===== config.mk =====
export PLATFORM = sky130hd
export DESIGN_NAME = bgr_startup_ctrl_flat
export DESIGN_NICKNAME = d
export VERILOG_FILES = /design/src/rtl/bgr_startup_ctrl_if.sv /design/src/rtl/bgr_startup_ctrl.sv /design/src/flat_wrapper.sv
export SDC_FILE = /design/constraint.sdc
export NUM_CORES = 1
export LEC_CHECK = 0
export ABC_AREA = 1
export CORE_UTILIZATION = 35
export CTS_BUF_LIST = sky130_fd_sc_hd__clkbuf_2
export CTS_CLUSTER_DIAMETER = 80
export CTS_CLUSTER_SIZE = 24
export DETAILED_ROUTE_END_ITERATION = 6
export GPL_TIMING_DRIVEN = 0
export HOLD_SLACK_MARGIN = 0.08
export PLACE_DENSITY = 0.65
export REMOVE_ABC_BUFFERS = 1
export SLEW_MARGIN = 20
export SYNTH_ARGS = -nofsm -noshare
export SYNTH_HDL_FRONTEND = slang
export SYNTH_SLANG_ARGS = --single-unit

===== constraint.sdc =====
create_clock -name clk -period 1.4 [get_ports clk]
set_input_delay 0.28 -clock clk [delete_from_list [all_inputs] [get_ports clk]]
set_output_delay 0.28 -clock clk [all_outputs]
set_load 0.005 [all_outputs]

===== src/rtl/bgr_startup_ctrl_if.sv =====
// Control/status bundle between the bandgap start-up sequencer and its
// neighbours. The master is the power manager / analog side, and the slave is
// the sequencer.
interface bgr_startup_ctrl_if;
  logic       enable;
  logic       vbg_ok;
  logic       porst;
  logic       bgr_ready;
  logic       bgr_fail;
  logic [2:0] retry_cnt;
  logic [2:0] state;

  modport master (
    output enable,
    output vbg_ok,
    input  porst,
    input  bgr_ready,
    input  bgr_fail,
    input  retry_cnt,
    input  state
  );

  modport slave (
    input  enable,
    input  vbg_ok,
    output porst,
    output bgr_ready,
    output bgr_fail,
    output retry_cnt,
    output state
  );
endinterface


===== src/rtl/bgr_startup_ctrl.sv =====
// Bandgap start-up sequencer.
//
// The sequencer kicks the bgr_top current mirror through porst, waits for the
// reference to settle, and then qualifies it against the synchronized
// comparator flag. It retries the kick a bounded number of times before it
// reports ready or fail.
//
// Optional build macro: BGR_STARTUP_MONITOR_EN. When it is defined, the
// sequencer watches for vbg_ok dropouts in RUN and re-kicks the reference.
module bgr_startup_ctrl #(
  parameter int unsigned PORST_CYCLES  = 16,
  parameter int unsigned SETTLE_CYCLES = 1024,
  parameter int unsigned MAX_RETRIES   = 3,
  parameter int unsigned DROP_CYCLES   = 8,
  parameter int unsigned CNT_W         = 16
) (
  input logic               clk,
  input logic               rst_n,
  bgr_startup_ctrl_if.slave bus
);

  typedef enum logic [2:0] {
    StIdle   = 3'd0,
    StKick   = 3'd1,
    StSettle = 3'd2,
    StRun    = 3'd3,
    StFail   = 3'd4
  } state_e;

  localparam logic [CNT_W-1:0] PorstLast  = CNT_W'(PORST_CYCLES - 1);
  localparam logic [CNT_W-1:0] SettleLast = CNT_W'(SETTLE_CYCLES - 1);
  localparam logic [CNT_W-1:0] CntOne     = CNT_W'(1);
  localparam logic [2:0]       MaxRetry   = 3'(MAX_RETRIES);
`ifdef BGR_STARTUP_MONITOR_EN
  localparam logic [CNT_W-1:0] DropLast   = CNT_W'(DROP_CYCLES - 1);
`endif

  // Reject parameter sets that would make the counters compare against
  // unreachable values.
  if (PORST_CYCLES < 1) begin : g_bad_porst
    $error("PORST_CYCLES must be >= 1");
  end
  if (SETTLE_CYCLES < 2) begin : g_bad_settle
    $error("SETTLE_CYCLES must be >= 2");
  end
  if (MAX_RETRIES > 7) begin : g_bad_retries
    $error("MAX_RETRIES must be in 0..7");
  end
  if (DROP_CYCLES < 1) begin : g_bad_drop
    $error("DROP_CYCLES must be >= 1");
  end

  state_e           state_q, state_d;
  logic [CNT_W-1:0] cnt_q, cnt_d;
  logic [2:0]       retry_q, retry_d;
  logic [1:0]       sync_q;
  logic             ok_s;

  assign ok_s = sync_q[1];

  // Register the state, the counters and the two-flop vbg_ok synchronizer.
  always_ff @(posedge clk) begin
    if (!rst_n) begin
      state_q <= StIdle;
      cnt_q   <= '0;
      retry_q <= '0;
      sync_q  <= '0;
    end else begin
      state_q <= state_d;
      cnt_q   <= cnt_d;
      retry_q <= retry_d;
      sync_q  <= {sync_q[0], bus.vbg_ok};
    end
  end

  // Compute the next state. A low enable overrides every other transition.
  always_comb begin
    state_d = state_q;
    cnt_d   = cnt_q;
    retry_d = retry_q;
    if (!bus.enable) begin
      state_d = StIdle;
      cnt_d   = '0;
      retry_d = '0;
    end else begin
      case (state_q)
        StIdle: begin
          state_d = StKick;
          cnt_d   = '0;
          retry_d = '0;
        end
        StKick: begin
          if (cnt_q == PorstLast) begin
            state_d = StSettle;
            cnt_d   = '0;
          end else begin
            cnt_d = cnt_q + CntOne;
          end
        end
        StSettle: begin
          if (cnt_q == SettleLast) begin
            cnt_d = '0;
            if (ok_s) begin
              state_d = StRun;
            end else if (retry_q < MaxRetry) begin
              retry_d = retry_q + 3'd1;
              state_d = StKick;
            end else begin
              state_d = StFail;
            end
          end else begin
            cnt_d = cnt_q + CntOne;
          end
        end
        StRun: begin
`ifdef BGR_STARTUP_MONITOR_EN
          // In RUN, cnt counts consecutive low ok_s cycles.
          if (ok_s) begin
            cnt_d = '0;
          end else if (cnt_q == DropLast) begin
            cnt_d = '0;
            if (retry_q < MaxRetry) begin
              retry_d = retry_q + 3'd1;
              state_d = StKick;
            end else begin
              state_d = StFail;
            end
          end else begin
            cnt_d = cnt_q + CntOne;
          end
`else
          cnt_d = '0;
`endif
        end
        StFail: begin
          cnt_d = '0;
        end
        default: begin
          state_d = StIdle;
          cnt_d   = '0;
          retry_d = '0;
        end
      endcase
    end
  end

  // Decode the outputs from the registered state only.
  assign bus.porst     = (state_q == StKick);
  assign bus.bgr_ready = (state_q == StRun);
  assign bus.bgr_fail  = (state_q == StFail);
  assign bus.retry_cnt = retry_q;
  assign bus.state     = state_q;

endmodule


===== src/flat_wrapper.sv =====
// flat-port wrapper written by rule: the top's interface ports become plain ports
module bgr_startup_ctrl_flat 
#(
  parameter int unsigned PORST_CYCLES  = 16,
  parameter int unsigned SETTLE_CYCLES = 1024,
  parameter int unsigned MAX_RETRIES   = 3,
  parameter int unsigned DROP_CYCLES   = 8,
  parameter int unsigned CNT_W         = 16
)
  (clk, rst_n, bus_enable, bus_vbg_ok, bus_porst, bus_bgr_ready, bus_bgr_fail, bus_retry_cnt, bus_state);
  bgr_startup_ctrl_if bus_i ();
  input logic clk;
  input logic rst_n;
  input wire logic [$bits(bus_i.enable)-1:0] bus_enable;
  input wire logic [$bits(bus_i.vbg_ok)-1:0] bus_vbg_ok;
  output wire logic [$bits(bus_i.porst)-1:0] bus_porst;
  output wire logic [$bits(bus_i.bgr_ready)-1:0] bus_bgr_ready;
  output wire logic [$bits(bus_i.bgr_fail)-1:0] bus_bgr_fail;
  output wire logic [$bits(bus_i.retry_cnt)-1:0] bus_retry_cnt;
  output wire logic [$bits(bus_i.state)-1:0] bus_state;
  assign bus_i.enable = bus_enable;
  assign bus_i.vbg_ok = bus_vbg_ok;
  assign bus_porst = bus_i.porst;
  assign bus_bgr_ready = bus_i.bgr_ready;
  assign bus_bgr_fail = bus_i.bgr_fail;
  assign bus_retry_cnt = bus_i.retry_cnt;
  assign bus_state = bus_i.state;
  bgr_startup_ctrl #(.PORST_CYCLES(PORST_CYCLES), .SETTLE_CYCLES(SETTLE_CYCLES), .MAX_RETRIES(MAX_RETRIES), .DROP_CYCLES(DROP_CYCLES), .CNT_W(CNT_W)) u_core (.clk(clk), .rst_n(rst_n), .bus(bus_i));
endmodule

==> results.md <==
- DR pass1 iterations: 4
- Most frequent CP cell: nand2_4
- Die H: 62.7 µm
- Post-route cell area: 0.00171 mm²
- Worst skew pair latency: 0.34 ns
- Post-Route Utilization: 0.496
- Ys flop type: dfxtp_1
- Final Max Slew Viols: 0
- Status: complete, but fails checks
- Post-route ant nets: 0
- Clk slew on worst S/H paths: 0.22 ns
- Max stage delay on crit path: 0.41 ns
- Number of global-route vias before repair: around 1100
- Most common cell after layout, fill and taps aside: nand2_1
- Sequential area share after synthesis: 0.373
- CTS tree: built
- Post-DR vias/cell: around 4.4
- Max Fclk: 713 MHz
- Num CTS Buffers: 3
- Post-Syn Area: 0.00129 mm²
- Die area: 0.00393 mm²
- Core Rows: 21
- Crit path cell chain: ha_4 > nand3_4 > nor2_4 > nand2_2 > nand2_4 > nand2_4 > o211ai_4 > buf_12 > nor2_1
- Antenna violations before repair: 0
- Ys Warns: 0
- # clock sinks: 24
- Root Driver: clkbuf_2
- P_leak: 0.691 nW
- Final WS setup: -0.00294 ns
- # IOs: 13
- PD cells: 679 mW/mm²
- Layout cells sized above 1: 0.416
- H-Tree Depth: 1
- DRT iter0 DRCs: 54
- Initial Utilization: 0.374
- Fill cell count: 340
- Most frequent cells in the layout: 28 x nand2_1, 27 x nor2_1, 14 x nor2_2, 14 x buf_4, 12 x inv_1
- # DRC: 0
- CP startpoint kind: register
- Slowest-stage cell, CP: dfxtp_2
- Yosys reg bits: 24
- Placed Area: 0.00145 mm²
- Final clock skew: 0.0144 ns
- Nets: 209
- Vias post-DR: 1101
- Highest net fanout along the worst path: 11
- Asr flop ratio synth: 0
- First-pass GRT wire length: 4450 µm
- Rel. slew slack: 0.841
- Largest net degree at the start of global routing: 14
- CTS max path bufs: 2
- DR WL/cell: 9.78 µm
- Fin. Hold Viols: 0
- Library cells used by synthesis: 24
- Violated checks: negative setup slack
- RSZ-0062 raised after global routing: yes
- WS Path Type: reg -> reg
- Crit path arrival time: 1.68 ns
- DP Wirelength: 1570 µm
- Final std cells w/o fill: 248
- Core area: 0.00344 mm²
- Number of synthesized flops with an enable pin: 0
- Hold Crit Class: reg -> reg
- Die width: 62.7 µm
- Worst Tran Pin Value: between 0.2 and 0.25 ns
- Final wirelength: 2430 µm
- Port Buffers: 12
- Post-CTS Hold Fix Bufs: 0
- Syn Area/Cell: 7.62 µm²
- ANT cells: 0
- Final Cycle Share: 1.00
- GPL Wtd Cong: 0.803
- Cells after Synth: 169
- GRT Util Overall: 0.139
- GRT Residual Overflow: 0
- Period minus WS final: 1.40 ns
- Setup violators final: 1
- Max VDD drop: 0.000225 V
- Crit path max-delay family: simple AND/OR/NAND/NOR gates
- Overall Power: roughly 1.2 mW
- Maximum Capacitance Violations: 0
- Worst EP required: 1.68 ns
- WP buf/inv: 1
- Area Overhead vs Synth: 32.7%
- DP Cell Count: roughly 230
- CP endpoint kind: register
- R2R Setup Slk: -0.003 ns
## metal layers
layer,track usage,routed length (µm),vias up
met2,0.239,1180,13
li1,-,-,599
met3,0.0109,48,3
met1,0.176,1180,486
met5,0,0,-
met4,0.0610,21,0
## area by class of cell
cell class	instances	area [µm²]	share of cell area
Clock inverter	1	3.75	0.00220
Clock buffer	3	15.0	0.00879
Multi-Input combinational cell	125	772	0.452
Sequential cell	24	522	0.305
Inverter	19	76.3	0.0447
Tap cell	46	57.6	0.0337
Timing Repair Buffer	30	262	0.153
## sequential cells by signal, summed over array words and instances (netlist names)
signal                cells
u_core.cnt_q             16
u_core.bus.retry_cnt      3
u_core.bus.state          3
u_core.sync_q             2
## logic make-up (layout without fill, tap and decap cells)
family,after synthesis,after routing,synth area share
simple gates,101,101,0.397
fa+ha+maj,2,2,0.0194
xor+xnor,14,14,0.0952
buf+inv,20,53,0.0709
compound gates,8,8,0.0437
flops,24,24,0.373
## report_power, final
| group | internal [mW] | switching [mW] |
|---|---|---|
| sequential | 0.685 | 0.0118 |
| clock | 0.0620 | 0.200 |
| combinational | 0.0927 | 0.109 |
| total | 0.840 | 0.321 |
## Yosys cell counts, types with 4 or more instances
library cell	number	area share
xor2_1	8	0.054
nor2_2	11	0.053
dfxtp_1	24	0.37
inv_2	5	0.015
xnor2_1	6	0.041
nand2_1	29	0.085
nand4_1	8	0.039
nand3_1	4	0.016
inv_1	14	0.041
nor2_1	32	0.093
nand2_2	5	0.024
a21oi_1	5	0.019
## worst paths after layout
kind	to	cells past startpoint	startpoint
setup / recovery	u_core.cnt_q[13]	9	u_core.cnt_q[0]
hold / removal	u_core.sync_q[1]	2	u_core.sync_q[0]
setup reg to reg	u_core.cnt_q[13]	9	u_core.cnt_q[0]
hold reg to reg	u_core.sync_q[1]	2	u_core.sync_q[0]
## repair_timing
action / in CTS / in global routing
buffers inserted: 14 / 4
setup endpoints to repair: 31 / 26
gates resized for setup: 44 / 20
pin swaps: 6 / 6
## stage by stage
step | setup TNS (ns) | hold slack, ns | worst slack, ns
3_3_place_gp | -3.33 | 0.396 | -0.238
3_5_place_dp | -3.56 | 0.400 | -0.249
6_report | -0.00294 | 0.429 | -0.00294
4_1_cts | -0.0196 | 0.429 | -0.0105
5_1_grt | -1.67 | 0.435 | -0.0951
2_1_floorplan | -0.342 | 0.373 | -0.0625
## worst min-delay path: stages (launching register included)
cell and delay, ns:
dfxtp_1 0.34, nand2_1 0.05, inv_1 0.03
Power figures use the tool's default switching activity.
